<file path="src/rtl/cache_l0_pkg.sv">
// rtl/cache_l0_pkg.sv - shared types and width helpers for the L0 refill path
package cache_l0_pkg;

  typedef enum logic [1:0] {
    ST_IDLE  = 2'd0,
    ST_REQ   = 2'd1,
    ST_FILL  = 2'd2,
    ST_WRITE = 2'd3
  } refill_state_e;

  // Byte offset bits within a line: word select plus byte-in-word select.
  function automatic int offset_w(input int log2_wpl, input int data_w);
    return log2_wpl + $clog2(data_w / 8);
  endfunction

  // Tag bits left above the line offset.
  function automatic int tag_w(input int addr_w, input int log2_wpl, input int data_w);
    return addr_w - offset_w(log2_wpl, data_w);
  endfunction

  localparam int DEF_ADDR_W   = 32;
  localparam int DEF_DATA_W   = 32;
  localparam int DEF_LOG2_WPL = 2;
  localparam int DEF_OFFSET_W = offset_w(DEF_LOG2_WPL, DEF_DATA_W);
  localparam int DEF_TAG_W    = tag_w(DEF_ADDR_W, DEF_LOG2_WPL, DEF_DATA_W);

  typedef logic [DEF_DATA_W*(1<<DEF_LOG2_WPL)-1:0] line_t;

endpackage

</file>
<file path="src/rtl/cache_line_buf.sv">
// rtl/cache_line_buf.sv - word-indexed line assembly register
module cache_line_buf
  import cache_l0_pkg::*;
#(
  parameter int DATA_W   = 32,
  parameter int LOG2_WPL = 2
) (
  input  logic                             clk,
  input  logic                             rst_n,
  input  logic                             wr_en,
  input  logic [LOG2_WPL-1:0]              wr_idx,
  input  logic [DATA_W-1:0]                wr_data,
  output logic [DATA_W*(1<<LOG2_WPL)-1:0]  line
);

  // Drop each arriving word into its slot; the whole line is always readable.
  always_ff @(posedge clk or negedge rst_n) begin
    if (!rst_n) begin
      line <= '0;
    end else if (wr_en) begin
      line[wr_idx*DATA_W +: DATA_W] <= wr_data;
    end
  end

endmodule

</file>
<file path="src/rtl/cache_refill_ctrl.sv">
// rtl/cache_refill_ctrl.sv - L0 miss refill FSM (optional early restart: CACHE_REFILL_BYPASS_EN)
module cache_refill_ctrl
  import cache_l0_pkg::*;
#(
  parameter  int LOG2_NUM_BLKS = 3,
  parameter  int ADDR_W        = 32,
  parameter  int DATA_W        = 32,
  parameter  int LOG2_WPL      = 2,
  localparam int OFFSET_W      = offset_w(LOG2_WPL, DATA_W),
  localparam int TAG_W         = tag_w(ADDR_W, LOG2_WPL, DATA_W),
  localparam int LINE_W        = DATA_W * (1 << LOG2_WPL)
) (
  input  logic                     clk,
  input  logic                     rst_n,
  input  logic                     miss_i,
  input  logic [ADDR_W-1:0]        miss_addr_i,
  output logic                     busy_o,
  output logic                     algo_en_o,
  input  logic [LOG2_NUM_BLKS-1:0] rplc_line_idx_i,
  output logic                     mem_req_o,
  output logic [ADDR_W-1:0]        mem_addr_o,
  input  logic                     mem_gnt_i,
  input  logic                     mem_rvalid_i,
  input  logic [DATA_W-1:0]        mem_rdata_i,
  output logic                     wr_en_o,
  output logic [LOG2_NUM_BLKS-1:0] wr_line_idx_o,
  output logic [TAG_W-1:0]         wr_tag_o,
  output logic [LINE_W-1:0]        wr_data_o,
  output logic                     done_o,
  output logic                     byp_valid_o,
  output logic [DATA_W-1:0]        byp_data_o
);

  localparam int BYTE_W = OFFSET_W - LOG2_WPL;
  localparam logic [LOG2_WPL-1:0] LAST_BEAT = LOG2_WPL'((1 << LOG2_WPL) - 1);

  refill_state_e state, next_state;

  logic [TAG_W-1:0]         tag_q;
  logic [LOG2_NUM_BLKS-1:0] idx_q;
  logic [LOG2_WPL-1:0]      beat_cnt;
  logic [LINE_W-1:0]        line;
  logic                     capture;
  logic                     beat_fire;

  assign capture   = (state == ST_IDLE) && miss_i;
  assign beat_fire = (state == ST_FILL) && mem_rvalid_i;

  // State register; an async reset mid-burst abandons the refill.
  always_ff @(posedge clk or negedge rst_n) begin
    if (!rst_n) state <= ST_IDLE;
    else        state <= next_state;
  end

  // Latch the miss context (pre-advance victim index) and count beats.
  always_ff @(posedge clk or negedge rst_n) begin
    if (!rst_n) begin
      tag_q    <= '0;
      idx_q    <= '0;
      beat_cnt <= '0;
    end else begin
      if (capture) begin
        tag_q <= miss_addr_i[ADDR_W-1:OFFSET_W];
        idx_q <= rplc_line_idx_i;
      end
      if ((state == ST_REQ) && mem_gnt_i) beat_cnt <= '0;
      else if (beat_fire)                 beat_cnt <= beat_cnt + 1'b1;
    end
  end

  // Next-state and strobe decode; stray inputs in other states fall through.
  always_comb begin
    next_state = state;
    algo_en_o  = 1'b0;
    mem_req_o  = 1'b0;
    wr_en_o    = 1'b0;
    done_o     = 1'b0;
    case (state)
      ST_IDLE: begin
        if (miss_i) begin
          algo_en_o  = 1'b1;
          next_state = ST_REQ;
        end
      end
      ST_REQ: begin
        mem_req_o = 1'b1;
        if (mem_gnt_i) next_state = ST_FILL;
      end
      ST_FILL: begin
        if (mem_rvalid_i && (beat_cnt == LAST_BEAT)) next_state = ST_WRITE;
      end
      ST_WRITE: begin
        wr_en_o    = 1'b1;
        done_o     = 1'b1;
        next_state = ST_IDLE;
      end
      default: next_state = ST_IDLE;
    endcase
  end

  cache_line_buf #(
    .DATA_W   (DATA_W),
    .LOG2_WPL (LOG2_WPL)
  ) u_line_buf (
    .clk     (clk),
    .rst_n   (rst_n),
    .wr_en   (beat_fire),
    .wr_idx  (beat_cnt),
    .wr_data (mem_rdata_i),
    .line    (line)
  );

  assign busy_o        = (state != ST_IDLE);
  assign mem_addr_o    = mem_req_o ? {tag_q, {OFFSET_W{1'b0}}} : '0;
  assign wr_line_idx_o = wr_en_o ? idx_q : '0;
  assign wr_tag_o      = wr_en_o ? tag_q : '0;
  assign wr_data_o     = wr_en_o ? line  : '0;

`ifdef CACHE_REFILL_BYPASS_EN
  logic [LOG2_WPL-1:0] woff_q;
  logic                byp_valid_q;
  logic [DATA_W-1:0]   byp_data_q;
  logic                unused_addr;

  assign unused_addr = &{1'b0, miss_addr_i[BYTE_W-1:0]};

  // Forward the critical word one clock after it lands, ahead of the line write.
  always_ff @(posedge clk or negedge rst_n) begin
    if (!rst_n) begin
      woff_q      <= '0;
      byp_valid_q <= 1'b0;
      byp_data_q  <= '0;
    end else begin
      if (capture) woff_q <= miss_addr_i[OFFSET_W-1:BYTE_W];
      byp_valid_q <= beat_fire && (beat_cnt == woff_q);
      byp_data_q  <= (beat_fire && (beat_cnt == woff_q)) ? mem_rdata_i : '0;
    end
  end

  assign byp_valid_o = byp_valid_q;
  assign byp_data_o  = byp_data_q;
`else
  logic unused_addr;

  assign unused_addr = &{1'b0, miss_addr_i[OFFSET_W-1:0]};
  assign byp_valid_o = 1'b0;
  assign byp_data_o  = '0;
`endif

endmodule

</file>
<file path="config.mk">
export PLATFORM = sky130hd
export DESIGN_NAME = cache_refill_ctrl
export DESIGN_NICKNAME = d
export VERILOG_FILES = /design/src/rtl/cache_l0_pkg.sv /design/src/rtl/cache_line_buf.sv /design/src/rtl/cache_refill_ctrl.sv
export SDC_FILE = /design/constraint.sdc
export NUM_CORES = 1
export LEC_CHECK = 0
export CAP_MARGIN = 20
export CORE_MARGIN = 5
export CORE_UTILIZATION = 65
export DETAILED_ROUTE_END_ITERATION = 10
export DONT_BUFFER_PORTS = 1
export PLACE_DENSITY = 0.92
export SYNTH_ARGS = -nofsm -noshare
export SYNTH_HDL_FRONTEND = slang
export SYNTH_SLANG_ARGS = --single-unit
</file>
<file path="constraint.sdc">
create_clock -name clk -period 5.8 [get_ports clk]
set_clock_uncertainty 0.1 [all_clocks]
set_input_delay 1.16 -clock clk [delete_from_list [all_inputs] [get_ports clk]]
set_output_delay 1.16 -clock clk [all_outputs]
set_load 0.01 [all_outputs]
</file>
==> run summary <==
Max IR drop VDD: 0.673 mV
# IOs: 301
Internal: 2.53 mW
CTS tree: yes
Synth area leader: dfrtp_1
Core Box Area: 11500 um^2
Leak Pwr: 3.86 nW
combinational power share: 0.287
clk sinks: 163
DRC viols: 0
Relative slew margins: 0.310
Starting Density: 0.670
Die ar.: 14100 um^2
share of layout cells above drive strength 1: 0.117
Max clock buf depth: 2
maximum operating frequency: 0.301 GHz
Critical Path Fanout Max: 32
Clock Pin Slew Worst Setup and Hold Paths: 0.06 ns
Worst EP required: 4.54 ns
Tot GR Track Use: 0.275
initial antenna violation count: 0
PostCTS Resize Cnt: 0
CTS root buffer: clkbuf_16
Vias/cell: 6.34
Max H-tree Level: 4
post-route ant nets: 0
final count of pins violating max slew: 0
post-route insts no fill: 801
DP HPWL: 12700 um
Critical Path Start Type: flip-flop
Switch Pwr: 1.26 mW
Setup CP Type: reg2out
pin count of the biggest net entering global routing: 164
DRT iter0 DRCs: 430
number of buffers added on ports: 0
RSZ-0062 raised after global routing: false
n_diodes: 0
Clock Latency Late Sink: 0.41 ns
actual slew at the worst max-slew pin: 1.03 ns
worst hold path class: in2async
top post-synthesis cells by area: dfrtp_1 (53%), and2_1 (15%), a22o_1 (11%)
EDFF count, synth: 0
Worst Setup End Kind: primary output
Nets: 728
Power Density: 467 nW/um^2
Syn Inst Count: 675
ys async rst share: 1.00
die height: 119 um
Final setup viols: 0
die width: 119 um
# rows: 39
synth warn: 0
postcts setup bufs: 0
Worst Path Arrival: 2.06 ns
via total after detailed routing: 5075
gpl congestion: 0.778
Synth top area share: 0.529
remaining global-route overflow: 0
part of the power in registers: 0.439
ys flop type: dfrtp_1
Hold Buf Count CTS: 0
final hold vios: 0
switch share: 0.332
drt wl/cell: 24.0 um
global-route wire length before repair: 30500 um
Clk pwr share: 0.274
vias in the first global route: 5542
Max Cap Viol: 0
Pre-Repair DR Iteration Count: 4
post-synthesis cell area: 7710 um^2
CTS Buf Count: 17
sequential fraction of the synthesis area: 0.529
synthesized flop and latch total: 163
Mean Syn Cell Area: 11.4 um^2
outcome: finished clean
fin crit share: 0.573
min Tclk post-route: 3.32 ns
FILL cells: 738
Routed Wire Length: 19200 um
Area Overhead vs Synth: 5.17%
setup_tns: 0 ns
Yosys cell types: 30
DP Cell Count: 769
## final cells by class
type | count | area, um^2 | share of cell area
sequential | 163 | 4080 | 0.503
tap | 143 | 179 | 0.0221
clock inverter | 10 | 85.1 | 0.0105
inverter | 9 | 33.8 | 0.00416
clock buffer | 20 | 467 | 0.0575
timing repair buffer | 6 | 72.6 | 0.00895
multi-input combinational | 450 | 3200 | 0.394
## cells in the mapped netlist, types with 3 or more instances
cell,instances
and2_1,187
inv_1,9
a32o_1,11
mux2_2,32
dfrtp_1,163
buf_2,5
buf_4,42
o21ai_0,22
clkbuf_1,34
buf_6,7
ha_1,9
a22o_1,95
nand3_1,3
nand2_1,36
## routing by layer
metal  wire [um]  global-route usage  share of wire
met2        9800               0.457           0.51
met4         472               0.126          0.025
met3        1770              0.0882          0.092
met1        7190               0.328           0.37
met5           0                   0              0
## sequential cells by signal (all words and copies together) (netlist names)
signal	count
idx_q	3
u_line_buf.line	128
tag_q	28
state	2
beat_cnt	2
## logic make-up (layout without fill, tap and decap cells)
kind of cell / after synthesis / in the layout / synth area share
simple gates: 238 / 238 / 0.191
flops: 163 / 163 / 0.529
compound gates: 132 / 132 / 0.140
buf+inv: 98 / 45 / 0.0759
mux: 33 / 33 / 0.0480
fa+ha+maj: 9 / 9 / 0.0146
other cells: 1 / 37 / 0.000486
xor+xnor: 1 / 1 / 0.00114
## per-stage QoR
stage | hold slack, ns | utilization | instance area (um^2) | total power, mW | worst slack (ns)
global placement | 0.355 | 0.653 | 7520 | 2.66 | 2.32
detailed placement | 0.364 | 0.653 | 7520 | 2.74 | 2.25
finish | 0.349 | 0.704 | 8110 | 3.79 | 2.48
global route | 0.319 | 0.704 | 8110 | 4.02 | 2.24
floorplan | 0.342 | - | 7850 | 2.53 | 2.96
CTS | 0.322 | 0.701 | 8070 | 3.80 | 2.15
## placed cells by master (no fill, tap or decap), types with 2 or more instances in the layout
master / netlist / final
a21oi_1: 2 / 2
a22o_1: 95 / 95
a32o_1: 11 / 11
and2_1: 187 / 187
buf_4: 42 / 4
clkbuf_16: 0 / 17
clkbuf_8: 0 / 3
clkinv_2: 0 / 5
clkinvlp_4: 0 / 4
conb_1: 1 / 37
dfrtp_1: 163 / 163
ha_1: 9 / 8
inv_1: 9 / 9
mux2_2: 32 / 32
nand2_1: 36 / 36
nand3_1: 3 / 3
nand3_4: 2 / 2
nand3b_1: 2 / 2
nor4_4: 2 / 2
o21ai_0: 22 / 22
## worst paths after layout
check,from,endpoint,slack [ns],cells after the start
min reg2reg,u_line_buf.line[35]$_DFFE_PN0P_,u_line_buf.line[35]$_DFFE_PN0P_,0.38,2
max in group asynchronous,rst_n,u_line_buf.line[39]$_DFFE_PN0P_,5.02,0
min in group clk,u_line_buf.line[35]$_DFFE_PN0P_,u_line_buf.line[35]$_DFFE_PN0P_,0.38,2
max,state[1]$_DFFE_PN0P_,mem_addr_o[10],2.48,3
min,rst_n,u_line_buf.line[23]$_DFFE_PN0P_,0.35,0
max reg2reg,state[0]$_DFFE_PN0P_,u_line_buf.line[10]$_DFFE_PN0P_,2.59,6
## power by group through the flow
| stage | clock (mW) | sequential (mW) | combinational, mW |
|---|---|---|---|
| detailed placement | 0 | 1.67 | 1.07 |
| global placement | 0 | 1.64 | 1.01 |
| floorplan | 0 | 1.59 | 0.938 |
| CTS | 1.06 | 1.66 | 1.08 |
| finish | 1.04 | 1.67 | 1.09 |
| global route | 1.10 | 1.71 | 1.20 |
## worst max-delay path, cell delays in order, from the launching register on
cell and delay (ns):
dfrtp_1 0.43, inv_1 0.11, ha_1 0.79, and2_1 0.32
Power figures use the tool's default switching activity.
